--- src/rtl/mult_adder_pipe.sv ---
`timescale 1ns/1ps
`default_nettype none
// ============================================================================
// mult_adder_pipe : pipelined window x kernel dot product + bias, ReLU, sat.
// Revision        : 1.0
// ============================================================================
module mult_adder_pipe #(
  parameter int MA_TREE_SIZE = 16,
  parameter int DATA_WIDTH   = 8,
  parameter int OUT_WIDTH    = 32,
  parameter int SIGNED       = 0
) (
  input  logic                                 clock,
  input  logic                                 reset,
  input  logic [DATA_WIDTH*MA_TREE_SIZE-1:0]   in,
  input  logic                                 in_valid,
  output logic                                 in_ready,
  input  logic [DATA_WIDTH*MA_TREE_SIZE-1:0]   kernel,
  input  logic [OUT_WIDTH-1:0]                 bias,
  input  logic                                 kernel_load,
  input  logic                                 relu_en,
  output logic [OUT_WIDTH-1:0]                 out,
  output logic                                 out_valid,
  input  logic                                 out_ready
);

  localparam int N     = MA_TREE_SIZE;
  localparam int D     = $clog2(MA_TREE_SIZE);
  localparam int PW    = 2 * DATA_WIDTH;
  localparam int ACC_W = (((PW + D) > OUT_WIDTH) ? (PW + D) : OUT_WIDTH) + 1;

  // Number of live elements at tree level l (level 0 = products).
  function automatic int lvl_cnt(input int l);
    return (N + (1 << l) - 1) >> l;
  endfunction

  logic [ACC_W-1:0]          tree_q [0:D][0:N-1];
  logic [ACC_W-1:0]          tree_d [0:D][0:N-1];
  logic [D:0]                vld_q;
  logic [D:0]                relu_q;
  logic [DATA_WIDTH*N-1:0]   kern_q;
  logic [OUT_WIDTH-1:0]      bias_q;
  logic [OUT_WIDTH-1:0]      out_q;
  logic [OUT_WIDTH-1:0]      out_d;
  logic                      out_valid_q;
  logic                      adv;
  logic [ACC_W-1:0]          acc_sum;
  logic [ACC_W-OUT_WIDTH:0]  acc_upper;
  logic                      acc_neg;

  assign adv       = !out_valid_q || out_ready;
  assign in_ready  = adv;
  assign out       = out_q;
  assign out_valid = out_valid_q;

  always_comb begin : tree_next
    logic [DATA_WIDTH-1:0]        a;
    logic [DATA_WIDTH-1:0]        b;
    logic signed [DATA_WIDTH-1:0] sa;
    logic signed [DATA_WIDTH-1:0] sb;
    logic signed [PW-1:0]         ps;
    logic [PW-1:0]                pu;
    a  = '0;
    b  = '0;
    sa = '0;
    sb = '0;
    ps = '0;
    pu = '0;
    for (int l = 0; l <= D; l++) begin
      for (int i = 0; i < N; i++) begin
        tree_d[l][i] = '0;
      end
    end
    for (int i = 0; i < N; i++) begin
      a = in[i*DATA_WIDTH +: DATA_WIDTH];
      b = kern_q[i*DATA_WIDTH +: DATA_WIDTH];
      if (SIGNED != 0) begin
        sa = $signed(a);
        sb = $signed(b);
        ps = PW'(sa) * PW'(sb);
        tree_d[0][i] = {{(ACC_W-PW){ps[PW-1]}}, ps};
      end else begin
        pu = PW'(a) * PW'(b);
        tree_d[0][i] = {{(ACC_W-PW){1'b0}}, pu};
      end
    end
    // Pairwise sums; an odd trailing element is forwarded unchanged.
    for (int l = 1; l <= D; l++) begin
      for (int i = 0; i < N / 2; i++) begin
        if (i < lvl_cnt(l - 1) / 2) begin
          tree_d[l][i] = tree_q[l-1][2*i] + tree_q[l-1][2*i+1];
        end
      end
      if ((lvl_cnt(l - 1) % 2) == 1) begin
        tree_d[l][lvl_cnt(l - 1) / 2] = tree_q[l-1][lvl_cnt(l - 1) - 1];
      end
    end
  end

  assign acc_sum   = tree_q[D][0] + {{(ACC_W-OUT_WIDTH){bias_q[OUT_WIDTH-1]}}, bias_q};
  assign acc_neg   = acc_sum[ACC_W-1];
  assign acc_upper = acc_sum[ACC_W-1:OUT_WIDTH-1];

  always_comb begin
    out_d = acc_sum[OUT_WIDTH-1:0];
    if (SIGNED != 0) begin
      if (relu_q[D] && acc_neg) begin
        out_d = '0;
      end else if (!((&acc_upper) || !(|acc_upper))) begin
        out_d = acc_neg ? {1'b1, {(OUT_WIDTH-1){1'b0}}} : {1'b0, {(OUT_WIDTH-1){1'b1}}};
      end
    end else begin
      if (acc_neg) begin
        out_d = '0;
      end else if (|acc_sum[ACC_W-1:OUT_WIDTH]) begin
        out_d = '1;
      end
    end
  end

  always_ff @(posedge clock) begin
    if (reset) begin
      vld_q       <= '0;
      relu_q      <= '0;
      out_valid_q <= 1'b0;
      out_q       <= '0;
      kern_q      <= '0;
      bias_q      <= '0;
      for (int l = 0; l <= D; l++) begin
        for (int i = 0; i < N; i++) begin
          tree_q[l][i] <= '0;
        end
      end
    end else begin
      // Kernel/bias load is independent of the stall state.
      if (kernel_load) begin
        kern_q <= kernel;
        bias_q <= bias;
      end
      if (adv) begin
        vld_q       <= {vld_q[D-1:0], in_valid};
        relu_q      <= {relu_q[D-1:0], relu_en};
        out_valid_q <= vld_q[D];
        out_q       <= out_d;
        for (int l = 0; l <= D; l++) begin
          for (int i = 0; i < N; i++) begin
            tree_q[l][i] <= tree_d[l][i];
          end
        end
      end
    end
  end

endmodule
`default_nettype wire
--- config.mk ---
export PLATFORM = sky130hd
export DESIGN_NAME = mult_adder_pipe
export DESIGN_NICKNAME = d
export VERILOG_FILES = /design/src/rtl/mult_adder_pipe.sv
export SDC_FILE = /design/constraint.sdc
export NUM_CORES = 2
export LEC_CHECK = 0
export ABC_AREA = 1
export BUFFER_PORTS_ARGS = -buffer_cell sky130_fd_sc_hd__buf_2
export CAP_MARGIN = 40
export CORE_MARGIN = 5
export CORE_UTILIZATION = 65
export DETAILED_ROUTE_END_ITERATION = 12
export PLACE_DENSITY = 0.84
export SYNTH_ARGS = -nofsm -noshare
export SYNTH_HDL_FRONTEND = slang
export SYNTH_SLANG_ARGS = --single-unit
--- constraint.sdc ---
create_clock -name clock -period 29.8 [get_ports clock]
set_clock_uncertainty 0.2 [all_clocks]
set_input_delay 1.49 -clock clock [delete_from_list [all_inputs] [get_ports clock]]
set_output_delay 1.49 -clock clock [all_outputs]
set_load 0.02 [all_outputs]
==> impl_results.md <==
- Outcome: complete, no violations
- Startpoint types: primary input
- Routing usage on met1: a little under two fifths
- Hold buffer count at CTS: 0
- Reg-to-Reg End: tree_q[0][28]
- DIE WIDTH: 346 µm
- Tot Pwr: 3.47 mW
- Initial DRC count: ~4600
- Critical Path RT: 30.03 ns
- Flop2flop setup slack: around 25 ns
- CTS Buf Count: between 80 and 90
- Worst hold slack: about 0.25 ns
- Initial Util: around two thirds
- GP Congestion: just over 0.9
- VDD IR max: between 0.04 and 0.05 mV
- Clock root buffer: clkbuf_16
- RSZ-0062 raised after global routing: false
- Wirelength, routed: 177 mm
- Skew-Pair Late Insertion Delay: ~0.67 ns
- Fillers: about 8900
- Most used routing layer: met2
- Total grt overflow: 0
- Pin count of the biggest net entering global routing: 184
- Clock slew at reported path FFs: approximately 0.07 ns
- Yosys top cell area share: 21.3%
- Hold worst-path end: out[17]
- Row cnt: around 120
- Final period util: approximately 17%
- Crit-path slowest cell: fa_1
- Nets: 11439
- Hold WC Path Type: reg -> reg
- Setup crit end kind: register
- TritonCTS clock tree: built
- Non-filler cells, final: between 10000 and 15000
- Most common cell on crit path: fa_1
- Sink Count: 720
- Synth Area per Inst: 7.63 µm²
- Cell depth of the worst hold path: 2
- Max Fanout on Critical Path: 8
- Vias per Instance: roughly 5.4
- Cell Area, Synth: 73600 µm²
- PortBufs: around 330
- Max_cap viols: 0
- Worst slew margin: roughly 36%
- FF-to-FF path depth: 16
- Routed vias: about 61000
- Synth area leader: edfxtp_1
- Final HPWL DP: between 100 and 150 mm
- Crit Path Class: in -> reg
- GR met3 Demand/Resource: under 10%
- Crit-path cells: buf_2 > nand2_1 > fa_1 > fa_1 > inv_1 > fa_1 > inv_1 > fa_1 > inv_1 > ha_1 > a21oi_1 > o21ai_0 > a21oi_1 > o21ai_0 > nand2_1 > nand2_1 > nor2_1
- Initial antenna violation count: 12
- H-Tree Depth: 3
- Pins over their slew limit: 0
- Core box area: between 100000 and 150000 µm²
- Post-DRT Antenna Nets: 0
- Mapped Nets: 11378
- Global-route wire length before repair: 294 mm
- Crit path DAT: around 5.4 ns
- Die Ht: between 300 and 400 µm
- Postcts setup bufs: 0
- Endpoints failing setup: 0
- Synth Register Bits: between 700 and 800
- Fraction of final layout cells sized beyond drive strength 1: ~5.3%
- TritonRoute pass-1 iters: 6
- Final Hold Viols: 0
- Die area: ~120000 µm²
- Core Util, Final: 70.2%
- Leakage: about 46 nW
- Clk buf depth: 3
- M2 GR Usage: 51.8%
- CP max stage delay: ~0.55 ns
- Post-route DRC: 0
- Post-synth top flop: edfxtp_1
- Setup TNS: 0 ns
- Slew @ Worst Pin: about 0.96 ns
- Cell family with most CP delay: adder cells
- Ys async rst share: 0%
- Post-CTS Resized: 0
- Pwr/cell area: around 44 nW/µm²
- GRT Total Usage: ~30%
- Worst r2r src: kern_q[114]
- Max Fclk: approximately 190 MHz
- Sequential area share after synthesis: approximately a quarter
- Top Ports: 328
- Tmin final: roughly 5 ns
- Post-synth EDFFs: between 500 and 600
- Synth warnings: 0
- Per-cell routed wire length: between 15 and 20 µm
- Vias in the first global route: about 62000
- Placed cells: about 11000
- Hold wc startpoint: out[17]
- Distinct cells, synth: 40
- WP buf/inv: 4
- Synth top area cells: edfxtp_1, fa_1, ha_1, nand2_1, inv_1
- Synth-to-Final Area Change: 7.32%
- Syn Inst Count: about 9600
[worst register-to-register path, stage by stage (launching register included)]
cell and delay [ns]:
dfxtp_1 0.54, nand2_1 0.14, fa_1 0.52, fa_1 0.55, inv_1 0.05, fa_1 0.48
inv_1 0.06, fa_1 0.47, inv_1 0.05, ha_1 0.38, a21oi_1 0.12, o21ai_0 0.26
a21oi_1 0.11, o21ai_0 0.32, nand2_1 0.09, nand2_1 0.09, nor2_1 0.05
[per-layer routing]
layer	share of wire (%)	wire, µm
met5	0.020	36
met4	3.5	6270
met2	49	87000
met3	6.3	11100
met1	41	72400
[area by class of cell]
type | instances | area (µm²) | share of cell area, %
Antenna cell | 8 | 20.0 | 0.0254
Clock buffer | 106 | 2400 | 3.04
Clock inverter | 54 | 578 | 0.732
Inverter | 2209 | 8310 | 10.5
Multi-Input combinational cell | 6343 | 44200 | 56.0
Sequential cell | 720 | 19600 | 24.9
Tap cell | 1500 | 1880 | 2.38
Timing Repair Buffer | 347 | 1920 | 2.43
[cell usage after synthesis, types with 8 or more instances]
cell type,instances
nand2_1,2358
inv_1,2207
ha_1,847
a21oi_1,844
nor2_1,602
fa_1,592
edfxtp_1,522
o21ai_0,430
nand3_1,246
clkbuf_1,239
dfxtp_1,198
buf_1,120
o21bai_1,51
nor3_1,44
a211oi_1,41
nand4_1,41
a31oi_1,39
a21o_1,29
o21a_1,29
o2111ai_1,21
xor2_1,21
xnor2_1,17
o211ai_1,15
a21boi_0,13
buf_2,12
nor3b_1,12
o21ai_2,10
nand3b_1,9
o31ai_1,8
[through the flow]
stage	cell area, µm²	worst slack (ns)
after CTS	78900	24.71
final	79000	24.65
after global routing	78900	24.38
after detailed placement	76000	24.03
after global placement	75800	24.04
after floorplan	73600	16.73
[state kept, by name, summed over array words and instances (netlist names)]
| register | cells |
|---|---|
| out | 32 |
| bias_q | 32 |
| out_valid | 1 |
| tree_q | 522 |
| kern_q | 128 |
| vld_q | 5 |
[worst max-delay path by stage]
| stage | to | slack, ns | cells after the start | startpoint |
|---|---|---|---|---|
| after floorplan | tree_q[0][0] | 16.73 | 3 | reset |
| after global placement | tree_q[0][307] | 24.04 | 18 | in[21] |
| after detailed placement | tree_q[0][305] | 24.03 | 19 | in[21] |
| after CTS | tree_q[0][307] | 24.71 | 18 | in[21] |
| after global routing | tree_q[0][239] | 24.38 | 19 | in[37] |
| final | tree_q[0][28] | 24.65 | 17 | in[117] |
[cells in the final DEF (no fill, tap or decap), drive strengths merged, types with 51 or more instances in the layout]
cell type | Yosys | routed
ha | 847 | 847
nor2 | 605 | 605
clkbuf | 239 | 106
nand3 | 247 | 247
fa | 592 | 592
edfxtp | 522 | 522
a21oi | 844 | 844
inv | 2209 | 2220
o21ai | 441 | 441
dfxtp | 198 | 198
nand2 | 2363 | 2363
buf | 134 | 347
o21bai | 51 | 51
[where the power goes]
group / internal (mW) / total (mW) / leakage [nW] / switching (mW)
clock: 0.662 / 1.11 / 1.46 / 0.445
combinational: 0.373 / 1.05 / 36.2 / 0.677
sequential: 1.22 / 1.31 / 7.90 / 0.0916
total: 2.25 / 3.47 / 45.6 / 1.21
[logic make-up (layout without fill, tap and decap cells)]
group,Yosys count,count (layout),share of synthesized area [%]
simple gates,3329,3329,17.8
buf+inv,2582,2716,13.2
compound gates,1537,1537,11.3
fa+ha+maj,1439,1439,30.5
flops,720,720,26.7
xor+xnor,38,38,0.452
other cells,0,8,0
Power figures use the tool's default switching activity.
